<file path="config.mk">
export PLATFORM = sky130hd
export DESIGN_NAME = spi_serf_regs
export DESIGN_NICKNAME = d
export VERILOG_FILES = /design/src/rtl/spi_serf_regs.sv
export SDC_FILE = /design/constraint.sdc
export NUM_CORES = 1
export LEC_CHECK = 0
export ABC_AREA = 0
export CORE_ASPECT_RATIO = 1.1
export CORE_UTILIZATION = 30
export CTS_CLUSTER_SIZE = 28
export DETAILED_ROUTE_END_ITERATION = 6
export RECOVER_POWER = 100
export SLEW_MARGIN = 40
export SYNTH_ARGS = -nofsm -noshare
export SYNTH_HDL_FRONTEND = slang
export SYNTH_SLANG_ARGS = --single-unit
</file>
<file path="constraint.sdc">
create_clock -name clk -period 4 [get_ports clk]
set_input_delay 0.8 -clock clk [delete_from_list [all_inputs] [get_ports clk]]
set_output_delay 0.8 -clock clk [all_outputs]
set_load 0.02 [all_outputs]
</file>
<file path="src/rtl/spi_serf_regs.sv">
// SPI responder (mode 3, 16-bit frames) with an 8-bit register file.
// Register writes come from SPI write frames and from a host-side port.
// All SPI pins are asynchronous and are resynchronised into the clk domain.
module spi_serf_regs #(
    parameter int unsigned DEPTH  = 16,
    parameter int unsigned ADDR_W = 4
) (
    input  logic              clk,
    input  logic              rst_n,
    input  logic              SS_n,
    input  logic              SCLK,
    input  logic              MOSI,
    output logic              MISO,
    input  logic              host_wr,
    input  logic [ADDR_W-1:0] host_addr,
    input  logic [7:0]        host_wdata,
    output logic              frm_done,
    output logic [15:0]       rx_cmd
);

    typedef enum logic [1:0] {StIdle, StShft, StBprch} state_e;

    state_e      state_q;
    logic [2:0]  ss_ff_q;
    logic [2:0]  sclk_ff_q;
    logic [1:0]  mosi_ff_q;
    logic [1:0]  sync_vld_q;
    logic        ss_armed_q;
    logic [4:0]  bit_cnt_q;
    logic [15:0] tx_shft_q;
    logic [15:0] rx_shft_q;
    logic [7:0]  regs_q [DEPTH];

    logic        ss_fall;
    logic        ss_rise;
    logic        sclk_fall;
    logic        sclk_rise;
    logic        mosi_s;
    logic [15:0] rx_next;
    logic [6:0]  rd_addr;
    logic [7:0]  rd_data;
    logic [6:0]  spi_addr;
    logic        spi_we;

    // Two-flop synchronisers, plus a third SS_n/SCLK stage for edge detection.
    always_ff @(posedge clk or negedge rst_n) begin
        if (!rst_n) begin
            ss_ff_q   <= 3'b111;
            sclk_ff_q <= 3'b111;
            mosi_ff_q <= 2'b00;
        end else begin
            ss_ff_q   <= {ss_ff_q[1:0], SS_n};
            sclk_ff_q <= {sclk_ff_q[1:0], SCLK};
            mosi_ff_q <= {mosi_ff_q[0], MOSI};
        end
    end

    // SS_n held low across reset release must not look like a fall: only arm fall
    // detection once the synchroniser has carried a real high level from the pin.
    always_ff @(posedge clk or negedge rst_n) begin
        if (!rst_n) begin
            sync_vld_q <= 2'b00;
            ss_armed_q <= 1'b0;
        end else begin
            sync_vld_q <= {sync_vld_q[0], 1'b1};
            if (sync_vld_q[1] && ss_ff_q[1]) begin
                ss_armed_q <= 1'b1;
            end
        end
    end

    assign ss_fall   = ss_armed_q & ~ss_ff_q[1] & ss_ff_q[2];
    assign ss_rise   = ss_ff_q[1] & ~ss_ff_q[2];
    assign sclk_fall = ~sclk_ff_q[1] & sclk_ff_q[2];
    assign sclk_rise = sclk_ff_q[1] & ~sclk_ff_q[2];
    assign mosi_s    = mosi_ff_q[1];

    assign rx_next  = {rx_shft_q[14:0], mosi_s};
    assign rd_addr  = rx_next[6:0];
    assign spi_addr = rx_shft_q[14:8];
    assign spi_we   = (state_q == StBprch) && ss_rise && !rx_shft_q[15]
                      && (32'(spi_addr) < DEPTH);

    // Read data lookup for the address completed by the 8th rise; unmapped reads 0.
    always_comb begin
        rd_data = 8'h00;
        if (32'(rd_addr) < DEPTH) begin
            rd_data = regs_q[rd_addr[ADDR_W-1:0]];
        end
    end

    // Frame FSM: shifts MOSI in on rises, MISO out on falls, commits on SS_n rise.
    always_ff @(posedge clk or negedge rst_n) begin
        if (!rst_n) begin
            state_q   <= StIdle;
            bit_cnt_q <= 5'd0;
            tx_shft_q <= 16'h0000;
            rx_shft_q <= 16'h0000;
            MISO      <= 1'b0;
            frm_done  <= 1'b0;
            rx_cmd    <= 16'h0000;
        end else begin
            frm_done <= 1'b0;
            case (state_q)
                StIdle: begin
                    MISO <= 1'b0;
                    if (ss_fall) begin
                        bit_cnt_q <= 5'd0;
                        tx_shft_q <= 16'h0000;
                        state_q   <= StShft;
                    end
                end
                StShft: begin
                    if (ss_rise) begin
                        // Aborted frame: discard everything.
                        MISO    <= 1'b0;
                        state_q <= StIdle;
                    end else begin
                        if (sclk_fall) begin
                            MISO      <= tx_shft_q[15];
                            tx_shft_q <= {tx_shft_q[14:0], 1'b0};
                        end
                        if (sclk_rise) begin
                            rx_shft_q <= rx_next;
                            if (bit_cnt_q < 5'd16) begin
                                bit_cnt_q <= bit_cnt_q + 5'd1;
                            end
                            // Header complete: load read data into the upper byte.
                            if ((bit_cnt_q == 5'd7) && rx_next[7]) begin
                                tx_shft_q <= {rd_data, 8'h00};
                            end
                            if (bit_cnt_q == 5'd15) begin
                                state_q <= StBprch;
                            end
                        end
                    end
                end
                StBprch: begin
                    if (ss_rise) begin
                        rx_cmd   <= rx_shft_q;
                        frm_done <= 1'b1;
                        MISO     <= 1'b0;
                        state_q  <= StIdle;
                    end
                end
                default: state_q <= StIdle;
            endcase
        end
    end

    // Register file; the SPI write is assigned last so it wins an address collision.
    always_ff @(posedge clk or negedge rst_n) begin
        if (!rst_n) begin
            for (int i = 0; i < int'(DEPTH); i++) begin
                regs_q[i] <= 8'h00;
            end
        end else begin
            if (host_wr && (32'(host_addr) < DEPTH)) begin
                regs_q[host_addr] <= host_wdata;
            end
            if (spi_we) begin
                regs_q[spi_addr[ADDR_W-1:0]] <= rx_shft_q[7:0];
            end
        end
    end

endmodule
</file>
# ---- Word-level counts from Yosys, hierarchy flattened
# Index checks and enable logic that the tools add are counted.
dict set report op_classes {
  bitwise 13
  addsub 1
  n_reduce_logical 17
  mux 35
  n_eq_ne 12
  order_cmp 8
}
# op count
set op_table {}
lappend op_table {{$bwmux 128} 2}
lappend op_table {{$mux 128} 2}
lappend op_table {{$mux 16} 5}
lappend op_table {{$demux 8 s4} 2}
lappend op_table {{$mux 8} 5}
lappend op_table {{$bmux 8 s4} 1}
lappend op_table {{$pmux 16 s2} 1}
lappend op_table {{$mux 5} 4}
lappend op_table {{$ge 5x5->1 const B} 3}
lappend op_table {{$not 4->5} 3}
lappend op_table {{$lt 7x5->1 const B} 2}
lappend op_table {{$lt 5x1->1 const B} 2}
lappend op_table {{$mux 2} 5}
lappend op_table {{$ne 2x2->1 const B} 5}
lappend op_table {{$pmux 5 s2} 1}
lappend op_table {{$ne 3x3->1 const B} 3}
lappend op_table {{$reduce_and 3->1} 3}
lappend op_table {{$logic_and 1x1->1} 7}
lappend op_table {{$pmux 2 s3} 1}
lappend op_table {{$add 5x1->5 const B} 1}
lappend op_table {{$and 1x1->1} 5}
lappend op_table {{$eq 5x3->1 const B} 1}
lappend op_table {{$eq 5x4->1 const B} 1}
lappend op_table {{$lt 5x5->1 const B} 1}
lappend op_table {{12 further kinds} 20}
dict set report word_totals {
  wordCells 114
  out_inout_bits 18
  input_bits 18
  ff_bits 196
}

# ---- Depth between registers and ports, before layout
# Gate-level depths: netlist of run 1.
dict set report depth {
  depth_word 9
  depth_mapped 9
  mapped_depth_nobuf 6
}

# ---- Worst setup path before layout of run 1
# Ideal clock, no wire load.
dict set report synth_timing {
  kind {input to register}
  from {in host_addr[0]}
  to {reg regs_q[40] (netlist bit)}
  t_required_ns 3.863
  arrival_ns 1.986
  slack_ns 1.877
  setup_ns 0.137
  path_buffers 1
  cell_stages 5
  cell_sequence {clkbuf_1 -> nand2b_1 -> nor2_1 -> mux2i_1 -> a21oi_1}
}
dict set report synth_between {
  elab_chain_cells 9
}
# element line_no
set synth_rtl {}
lappend synth_rtl {{start, declared} 15} ;# input logic [ADDR_W-1:0] host_addr,
lappend synth_rtl {{$not 4->5 (not written as such) (*)} 159} ;# regs_q[host_addr] <= host_wdata;
lappend synth_rtl {{$ge 5x5->1 (not written as such) / $lt 5x1->1 (equally long branches)} 159}
lappend synth_rtl {{$logic_and 1x1->1 (not written as such)} 159}
lappend synth_rtl {{$mux 8 (not written as such)} 159}
lappend synth_rtl {{$demux 8 s4 (*)} 159}
lappend synth_rtl {{$bwmux 128 (*)} 159}
lappend synth_rtl {{$mux 128 (*)} 158} ;# if (host_wr && (32'(host_addr) < DEPTH)) begin
lappend synth_rtl {{$bwmux 128} 162} ;# regs_q[spi_addr[ADDR_W-1:0]] <= rx_shft_q[7:0];
lappend synth_rtl {{$mux 128 (*)} 161} ;# if (spi_we) begin
lappend synth_rtl {{end signal, assigned by index} 159}
lappend synth_rtl {{end signal, assigned by index} 162}
lappend synth_rtl {{end, declared} 32} ;# logic [7:0] regs_q [DEPTH];
# Mark *: on every way between the ends. The rest lies on a longest branch, timed or not.
# A chain may end at the register's enable or synchronous reset.

# ---- Worst setup path in the final report of run 1
dict set report layout_timing {
  from {reg rx_shft_q[1]}
  to {reg tx_shft_q[9]}
}
dict set report layout_between {
  elab_chain_cells 9
}
# element line_no
set layout_rtl {}
lappend layout_rtl {{start, declared} 31} ;# logic [15:0] rx_shft_q;
lappend layout_rtl {{start signal, assigned} 124} ;# rx_shft_q <= rx_next;
lappend layout_rtl {{$not 4->5 (not written as such)} 88} ;# rd_data = regs_q[rd_addr[ADDR_W-1:0]];
lappend layout_rtl {{$bmux 8 s4} 88}
lappend layout_rtl {{$mux 8 (not written as such) (2 in series)} 88}
lappend layout_rtl {{$mux 8 (*)} 87} ;# if (32'(rd_addr) < DEPTH) begin
lappend layout_rtl {{$mux 16 (*)} 129} ;# if ((bit_cnt_q == 5'd7) && rx_next[7]) begin
lappend layout_rtl {{$mux 16 (*)} 123} ;# if (sclk_rise) begin
lappend layout_rtl {{$mux 16 (*)} 114} ;# if (ss_rise) begin
lappend layout_rtl {{$pmux 16 s2 (*)} 104} ;# case (state_q)
lappend layout_rtl {{end signal, assigned} 121} ;# tx_shft_q <= {tx_shft_q[14:0], 1'b0};
lappend layout_rtl {{end signal, assigned} 130} ;# tx_shft_q <= {rd_data, 8'h00};
lappend layout_rtl {{end, declared} 30} ;# logic [15:0] tx_shft_q;
# Mark *: on every way between the ends. The rest lies on a longest branch, timed or not. The select of a mux whose other input is x is not followed.

==> results of run 1 <==
-- Yosys cell counts (all sizes together), types with 2 or more instances --
master,number,share of area (%)
dfrtp,190,47
mux2i,133,13
nand2,93,3.5
nor2,89,3.3
a21oi,73,3.6
o21ai,73,3.6
clkbuf,56,2.1
mux4,39,9.3
mux2,32,3.6
buf,19,1.2
nor2b,14,0.87
a21o,8,0.60
inv,7,0.26
and2,6,0.37
dfstp,6,1.6
nand2b,6,0.37
a221o,5,0.50
nand3b,5,0.37
o22ai,5,0.31
or3,5,0.31
and3,4,0.25
nand3,4,0.20
nor3,4,0.20
a22o,3,0.26
a211o,2,0.17
a211oi,2,0.25
and4,2,0.17
and4bb,2,0.25
ha,2,0.25
nand4,2,0.12
nand4b,2,0.17
nor3b,2,0.15
nor4,2,0.12
o221ai,2,0.17
xor2,2,0.17
-- cell type report --
type / instances / area (µm²) / share of cell area, %
clock buffer: 17 / 425 / 3.75
clock inverter: 15 / 189 / 1.67
inverter: 7 / 26.3 / 0.232
multi-input combinational: 630 / 4770 / 42.0
sequential: 196 / 4920 / 43.4
tap: 426 / 533 / 4.70
timing repair buffer: 55 / 478 / 4.22
-- worst max-delay path: stages, from the launching register on --
cell,delay (ps)
dfrtp_1,1030
clkbuf_1,600
mux4_1,510
mux4_2,530
nor2b_1,160
a221o_1,260
-- layer usage --
metal / vias up / track usage [%] / share of wire [%]
met4: 2 / 5.93 / 2.3
met3: 35 / 2.51 / 3.8
li1: 3256 / - / -
met5: - / 0 / 0.050
met1: 3504 / 21.4 / 46
met2: 156 / 25.5 / 48
-- layout by cell type, fill, tap and decap left out, types with 4 or more instances in the layout --
cell and n:
inv_6 7, clkinv_8 5, nor2b_1 14, buf_4 14
a21oi_1 73, mux4_2 24, nor3_1 4, a221o_1 5
nand2_1 93, a21o_1 8, nand3b_1 5, and2_0 4
o22ai_1 5, mux4_1 15, o21ai_0 72, mux2i_1 133
dfstp_2 4, nand3_1 4, dlygate4sd3_1 22, or3_1 5
and3_1 4, clkdlybuf4s50_1 11, mux2_2 32, nor2_1 87
nand2b_1 6, dfrtp_1 186, clkbuf_16 17, inv_1 7
-- sequential cells by signal (all words and copies together) (netlist names) --
register / flops
regs_q: 128
MISO: 1
sync_vld_q: 2
rx_cmd: 16
mosi_ff_q: 2
tx_shft_q: 16
frm_done: 1
ss_armed_q: 1
bit_cnt_q: 5
sclk_ff_q: 3
ss_ff_q: 3
state_q: 2
rx_shft_q: 16
-- path summary, 6_finish.rpt --
| path | slack (ps) | end | startpoint | cells after the start |
|---|---|---|---|---|
| worst max-delay path | 770 | tx_shft_q[9] | rx_shft_q[1] | 5 |
| worst min register to register | 350 | sync_vld_q[1] | sync_vld_q[0] | 0 |
| worst max register to register | 770 | tx_shft_q[9] | rx_shft_q[1] | 5 |
| worst min-delay path | 350 | sync_vld_q[1] | sync_vld_q[0] | 0 |
| max in group asynchronous | 1190 | mosi_ff_q[1] | rst_n | 2 |
| min in group asynchronous | 1070 | tx_shft_q[6] | rst_n | 1 |
-- power breakdown --
part | leakage [µW] | internal [µW] | switching (µW)
clock network | 0.000300 | 903 | 875
registers | 0.00231 | 2340 | 398
logic | 0.00218 | 662 | 624
-- metrics by stage --
step	total power [µW]	util (%)
finish	5800	34.7
global route	6060	34.7
CTS	5840	34.9
detailed placement	4060	33.0
global placement	4030	32.9
floorplan	3540	-
-- cell families after synthesis --
family / synth area share (%)
and+or+nand+nor: 11.0
muxes: 26.2
DFF: 49.0
AOI/OAI and AO/OA: 9.88
buffers and inverters: 3.52
adders and majority gates: 0.250
xor gates and xnor gates: 0.175
other: 0.0374
==> flow_metrics.py, run 1 <==
metrics = {
    "run_status": {
        "status": "complete, but fails checks",
        "violations": "capacitance limit, slew limit",
    },
    "timing": {
        "finalSetupTns_ps": 0,
        "slew_headroom_pct": -61.8,
        "worst_slew_pin_slew_ps": 2430,
        "timing.fmax_mhz": 310,
        "rsz0062_at_grt": "false",
        "report.final.slew_viol_count": 94,
        "fin_skew_ps": 13.9,
        "hold_viol": 0,
        "layout_worst_path_cycle_share_pct": 80.6,
        "period_needed_ps": 3230,
        "setup_viol": 0,
        "setup_ws_ps": 774,
        "hold-worst-slack_ps": 352,
    },
    "logic_synthesis": {
        "synthCells": 908,
        "synth-seq-area-share_pct": 49.0,
        "ys_warn_count": 0,
        "ys.flop_type": "dfrtp_1",
        "syn_avg_cell_area_um2": 11.0,
        "synth_seq_cells": 196,
        "ys_types": 47,
        "netlist_area_um2": 10000,
        "synth-edff-count": 0,
        "async_flop_share_pct": 100,
        "synthesis.nets": 928,
    },
    "drt": {
        "postRouteAntennaNets": 0,
        "drt_iter0_drc": 505,
        "dr_total_vias": 6953,
        "wl_per_cell_um": 19.3,
        "dr.pass1.iters": 5,
        "drc": 0,
        "routed_wl_um": 26000,
        "avgViaCountPerCell": 5.17,
    },
    "place": {
        "place_ws_ps": 990,
        "hpwl_um": 17100,
        "io_buffers": 35,
        "post_dp_cell_area_um2": 10800,
        "placed_cells": 1314,
        "gp_congestion": 0.817,
    },
    "floorplanning": {
        "initial_core_util_pct": 30.7,
        "die_h_um": 194,
        "core_area_um2": 32600,
        "die-area_um2": 34200,
        "row_count": 69,
        "die-width_um": 176,
        "io_pins": 36,
    },
    "layout": {
        "drive_gt1_share_pct": 12.9,
        "num_antenna_cells": 0,
        "fillerInstances": 3268,
        "instances_no_fill": 1346,
        "fin_nets": 927,
        "stdcell_area_um2": 11300,
        "syn2layout_area_growth_pct": 13.1,
    },
    "clock_tree": {
        "cts_tree": "done",
        "root_buffer": "clkbuf_16",
        "post-cts-setup-buffer-count": 0,
        "cts_sinks": 196,
        "clkLatencyLatePin_ps": 450,
        "htree_levels": 4,
        "post_cts_resized": 0,
        "clkTransAtPathRegs_ps": 80,
        "hold_buffers": 0,
        "cts_max_path_buffers": 2,
        "cts_buffers": 17,
    },
    "global_route": {
        "track_usage_pct": 15.9,
        "grt_pass1_wl_um": 41300,
        "grt_pass1_vias": 6839,
        "grt-ovfl-total": 0,
        "antenna_found_initial": 1,
        "grt_max_degree": 94,
    },
    "critical_path": {
        "endpoint_kind": "register",
        "crit_fanout": 21,
        "path_class": "reg -> reg",
        "cp_data_arrival_time_ps": 3550,
        "crit_required_ps": 4330,
        "critPathLaunchType": "register",
    },
    "power": {
        "vdd_drop_max_v": 0.000314,
        "p_leak_uw": 0.00479,
        "p_per_area_nw_per_um2": 511,
    },
    "run": {
        "cap_violations": 1,
    },
    "hold_path": {
        "hold_path_class": "reg -> reg",
    },
}
Power figures use the tool's default switching activity.
==> run 2: changes to the inputs <==
- clock period: 4 -> 3.3 ns (I/O delays scaled with it)
==> run 2 against run 1 <==
The flow still finishes with violations (capacitance limit, slew limit). Sequential power up 20%. Maximum frequency up 17%. Core utilization up 0.081 points. Final cell count up 0.59%. Sequential cell count unchanged. Count of clock-buffer cells in the layout up 2. Critical path type unchanged. Combinational power up 26%. Highest routed layer is now met4. Clock skew down 2.5 ps. Sequential share of layout area down 0.14 points. Routed wire length up 5.6%.
==> flow_metrics.py, run 2 (synthesis gave the netlist of run 1 again) <==
metrics = {
    "run_status": {
        "status": "complete, but fails checks",
        "violations": "capacitance limit, slew limit",
    },
    "power": {
        "clockPowerShare_pct": 30.1,
        "swShare_pct": 31.7,
        "p_switching_uw": 2220,
        "vdd_drop_max_v": 0.000357,
        "power_frac_seq_pct": 46.8,
        "pwr-share-comb_pct": 23.1,
        "p_leak_uw": 0.00481,
        "p_int_uw": 4790,
        "p_per_area_nw_per_um2": 617,
    },
    "timing": {
        "report.final.slew_viol_count": 71,
        "layout_worst_path_cycle_share_pct": 83.8,
        "period_needed_ps": 2770,
        "finalSetupTns_ps": 0,
        "timing.fmax_mhz": 362,
        "slew_headroom_pct": -27.4,
        "fin_skew_ps": 11.4,
        "rsz0062_at_grt": "false",
        "worst_slew_pin_slew_ps": 1910,
        "hold_viol": 0,
        "setup_viol": 0,
    },
    "global_route": {
        "grt_pass1_wl_um": 42200,
        "grt_pass1_vias": 6815,
        "antenna_found_initial": 0,
        "grt-ovfl-total": 0,
        "track_usage_pct": 16.5,
        "grt_max_degree": 73,
    },
    "place": {
        "hpwl_um": 18600,
        "gp_congestion": 0.886,
        "io_buffers": 35,
        "placed_cells": 1322,
    },
    "floorplanning": {
        "core_area_um2": 32600,
        "die-area_um2": 34200,
        "initial_core_util_pct": 30.7,
        "io_pins": 36,
        "die-width_um": 176,
        "row_count": 69,
        "die_h_um": 194,
    },
    "critical_path": {
        "worstSetupStartpoint": "rx_shft_q[1]",
        "crit_required_ps": 3630,
        "cp_slowest_cell": "dfrtp_1",
        "path_cells": "buf_4 > mux4_1 > mux4_2 > nor2b_1 > a221o_1",
        "r2r_start": "rx_shft_q[1]",
        "max_stage_delay_ps": 880,
        "crit_buf_inv": 1,
        "cp_data_arrival_time_ps": 3100,
        "critPathLaunchType": "register",
        "path_class": "reg -> reg",
        "endpoint_kind": "register",
        "crit_family": "multiplexers",
        "crit_fanout": 23,
    },
    "drt": {
        "dr_total_vias": 7041,
        "drc": 0,
        "drt_iter0_drc": 613,
        "postRouteAntennaNets": 0,
        "wl_per_cell_um": 20.3,
        "dr.pass1.iters": 4,
        "avgViaCountPerCell": 5.20,
        "routed_wl_um": 27500,
    },
    "layout": {
        "largest_reg_flops": 128,
        "fin_nets": 935,
        "num_antenna_cells": 0,
        "mostFrequentLayoutCell": "dfrtp_1",
        "instances_no_fill": 1354,
        "drive_gt1_share_pct": 13.1,
        "regMostFlops": "regs_q",
        "final_cell_mix": "188 x dfrtp_1, 133 x mux2i_1, 93 x nand2_1",
        "syn2layout_area_growth_pct": 13.3,
    },
    "clock_tree": {
        "hold_buffers": 0,
        "post-cts-setup-buffer-count": 0,
        "cts_tree": "done",
        "htree_levels": 4,
        "clkTransAtPathRegs_ps": 80,
        "cts_max_path_buffers": 2,
        "cts_buffers": 17,
        "post_cts_resized": 0,
        "cts_sinks": 196,
        "root_buffer": "clkbuf_16",
        "clkLatencyLatePin_ps": 440,
    },
    "hold_path": {
        "hold_start": "sync_vld_q[0]",
        "hold_path_class": "reg -> reg",
    },
    "run": {
        "cap_violations": 1,
    },
}
run 2: worst reg2reg max path, cell delays in order (launching register included):
cell,delay (ps)
dfrtp_1,880
buf_4,430
mux4_1,410
mux4_2,520
nor2b_1,150
a221o_1,260
run 2: path summary, 6_finish.rpt:
path | end | cells past startpoint | slack, ps
max reg2reg | tx_shft_q[13] | 5 | 530
min | sync_vld_q[1] | 0 | 350
max | tx_shft_q[13] | 5 | 530
max in group asynchronous | regs_q[3] | 2 | 930
min reg2reg | sync_vld_q[1] | 0 | 350
min in group asynchronous | rx_shft_q[6] | 1 | 720
run 2: power by group through the flow:
stage | Sequential (µW) | Clock (µW) | Combinational, µW
5_1_grt | 3330 | 2260 | 1740
4_1_cts | 3270 | 2160 | 1620
3_5_place_dp | 3310 | 0 | 1620
3_3_place_gp | 3320 | 0 | 1580
6_report | 3280 | 2110 | 1620
2_1_floorplan | 3030 | 0 | 1260
run 2: metal layers:
metal	up-vias	share of wire, %	wire [µm]	global-route usage [%]
li1	3272	-	-	-
met1	3524	43	11900	21.6
met2	204	49	13500	26.8
met3	41	5.0	1370	2.82
met4	0	2.8	776	6.51
met5	-	0	0	0
run 2: per-stage QoR:
stage	util (%)	total power [µW]	cell area [µm²]	setup WS, ps	hold slack (ps)
CTS	34.9	7050	11400	775	242
floorplan	-	4290	10000	1210	331
global placement	33.1	4900	10800	572	333
detailed placement	33.1	4930	10800	659	335
finish	34.8	7010	11400	534	354
global route	34.8	7330	11400	400	366
run 2: layout make-up:
| cell class | instances | area, µm² |
|---|---|---|
| Multi-Input combinational cell | 630 | 4760 |
| Clock buffer | 19 | 443 |
| Fill cell | 3250 | 21300 |
| Clock inverter | 13 | 148 |
| Sequential cell | 196 | 4910 |
| Tap cell | 426 | 533 |
| Timing Repair Buffer | 63 | 538 |
| Inverter | 7 | 26.3 |
==> run 3: changes to the inputs <==
- clock period: 3.3 -> 2.85 ns (I/O delays scaled with it)
==> run 3 against run 2 <==
The flow still finishes with violations (capacitance limit, slew limit). Combinational power grew 23%. Clock skew increased by 2.2 ps. Routed wire length down 5.5%. Maximum frequency rose by 7.9%. Count of clock-buffer cells in the layout grew 8. First-iteration DRC count is 23% lower. Hold slack lost 4.3 ps. Final cell count up 1.3%. Critical path type unchanged. Critical endpoint is now tx_shft_q[14]. Largest cell class unchanged. Largest power group unchanged.
==> flow_metrics.py, run 3 (synthesis gave the netlist of run 1 again) <==
metrics = {
    "hold_path": {
        "hold_path_class": "reg -> reg",
    },
    "power": {
        "p_per_area_nw_per_um2": 694,
        "p_leak_uw": 0.00488,
        "vdd_drop_max_v": 0.000475,
    },
    "timing": {
        "worst_slew_pin_slew_ps": 1830,
        "hold-worst-slack_ps": 350,
        "setup_viol": 0,
        "report.final.slew_viol_count": 69,
        "finalSetupTns_ps": 0,
        "rsz0062_at_grt": "false",
        "fin_skew_ps": 13.6,
        "timing.fmax_mhz": 390,
        "period_needed_ps": 2560,
        "layout_worst_path_cycle_share_pct": 89.9,
        "hold_viol": 0,
        "slew_headroom_pct": -22.1,
    },
    "critical_path": {
        "max_stage_delay_ps": 750,
        "crit_fanout": 10,
        "path_class": "reg -> reg",
        "cp_data_arrival_time_ps": 2890,
        "cp_slowest_cell": "dfrtp_1",
        "critPathLaunchType": "register",
        "path_cells": "mux4_2 > mux2_2 > a211oi_2 > nor2_1 > a2111o_1",
        "crit_required_ps": 3170,
        "endpoint_kind": "register",
    },
    "clock_tree": {
        "root_buffer": "clkbuf_16",
        "cts_sinks": 196,
        "clkLatencyLatePin_ps": 440,
        "post_cts_resized": 0,
        "hold_buffers": 0,
        "cts_max_path_buffers": 2,
        "clkTransAtPathRegs_ps": 70,
        "post-cts-setup-buffer-count": 0,
        "cts_buffers": 17,
        "htree_levels": 4,
        "cts_tree": "done",
    },
    "layout": {
        "largest_reg_flops": 128,
        "regMostFlops": "regs_q",
        "stdcell_area_um2": 11500,
        "syn2layout_area_growth_pct": 14.4,
        "instances_no_fill": 1372,
        "fin_nets": 952,
        "mostFrequentLayoutCell": "dfrtp_1",
        "drive_gt1_share_pct": 13.2,
        "final_cell_mix": "188 x dfrtp_1, 133 x mux2i_1, 93 x nand2_1",
        "fillerInstances": 3259,
    },
    "place": {
        "placed_cells": 1339,
        "gp_congestion": 0.833,
        "hpwl_um": 17700,
        "io_buffers": 35,
        "post_dp_cell_area_um2": 11000,
    },
    "global_route": {
        "grt_max_degree": 70,
        "grt-ovfl-total": 0,
        "antenna_found_initial": 2,
        "grt_pass1_vias": 6783,
        "grt_pass1_wl_um": 40900,
        "track_usage_pct": 15.7,
        "grt.met3_usage_pct": 3.06,
        "met1_usage_pct": 20.4,
        "grt-busiest-layer": "met2",
        "grtUsageMet2_pct": 25.8,
    },
    "drt": {
        "dr_total_vias": 7038,
        "dr.pass1.iters": 5,
        "drt_iter0_drc": 472,
        "drc": 0,
        "postRouteAntennaNets": 0,
        "wl_per_cell_um": 18.9,
        "avgViaCountPerCell": 5.13,
        "routed_wl_um": 26000,
    },
    "floorplanning": {
        "die_h_um": 194,
        "io_pins": 36,
        "row_count": 69,
        "initial_core_util_pct": 30.7,
        "die-width_um": 176,
        "die-area_um2": 34200,
        "core_area_um2": 32600,
    },
    "run_status": {
        "violations": "capacitance limit, slew limit",
        "status": "complete, but fails checks",
    },
    "run": {
        "cap_violations": 1,
    },
}
run 3: cell types whose count changed in the layout (fill, tap and decap cells not counted), moves of 3 or more:
cell,change
buf_12,+3
buf_4,+11
clkbuf_1,+10
clkinvlp_4,-4
inv_6,-4
run 3: area by class of cell:
type	count	area, µm²	area share, %
Tap cell	426	533	4.65
Timing Repair Buffer	80	704	6.14
Clock buffer	27	483	4.21
Multi-Input combinational cell	630	4760	41.5
Clock inverter	5	53.8	0.469
Antenna cell	1	2.50	0.0218
Inverter	7	26.3	0.229
Sequential cell	196	4910	42.8
run 3: worst paths after layout:
kind / start / end / slack [ps] / cells past startpoint
worst max-delay path: rx_shft_q[1] / tx_shft_q[14] / 290 / 5
worst min-delay path: mosi_ff_q[0] / mosi_ff_q[1] / 350 / 0
worst max register to register: rx_shft_q[1] / tx_shft_q[14] / 290 / 5
worst min register to register: mosi_ff_q[0] / mosi_ff_q[1] / 350 / 0
max in group asynchronous: rst_n / mosi_ff_q[1] / 590 / 2
min in group asynchronous: rst_n / tx_shft_q[3] / 630 / 1
run 3: worst max-delay path: cells and delay by family, from the launching register on:
| family | cells | cell delay (ps) |
|---|---|---|
| AOI/OAI and AO/OA | 2 | 700 |
| DFF | 1 | 750 |
| muxes | 2 | 910 |
| and+or+nand+nor | 1 | 90 |
run 3: per-stage QoR:
step	setup WS [ps]	total power (µW)	utilization, %
after floorplan	757	4970	-
after global placement	473	5700	33.7
after detailed placement	441	5740	33.7
after CTS	442	8030	35.3
after global routing	148	8320	35.2
final	288	7960	35.2
run 3: layer usage:
metal / up-vias / wire (µm)
met5: - / 13
met4: 2 / 665
met3: 39 / 970
met2: 152 / 12800
met1: 3555 / 11500
li1: 3290 / -
run 3: power by group:
part           switching, µW  internal, µW  leakage [µW]  total (µW)
sequential               408          3280       0.00231        3690
clock                   1020          1250      0.000263        2270
combinational           1020           977       0.00231        2000
total                   2450          5510       0.00488        7960
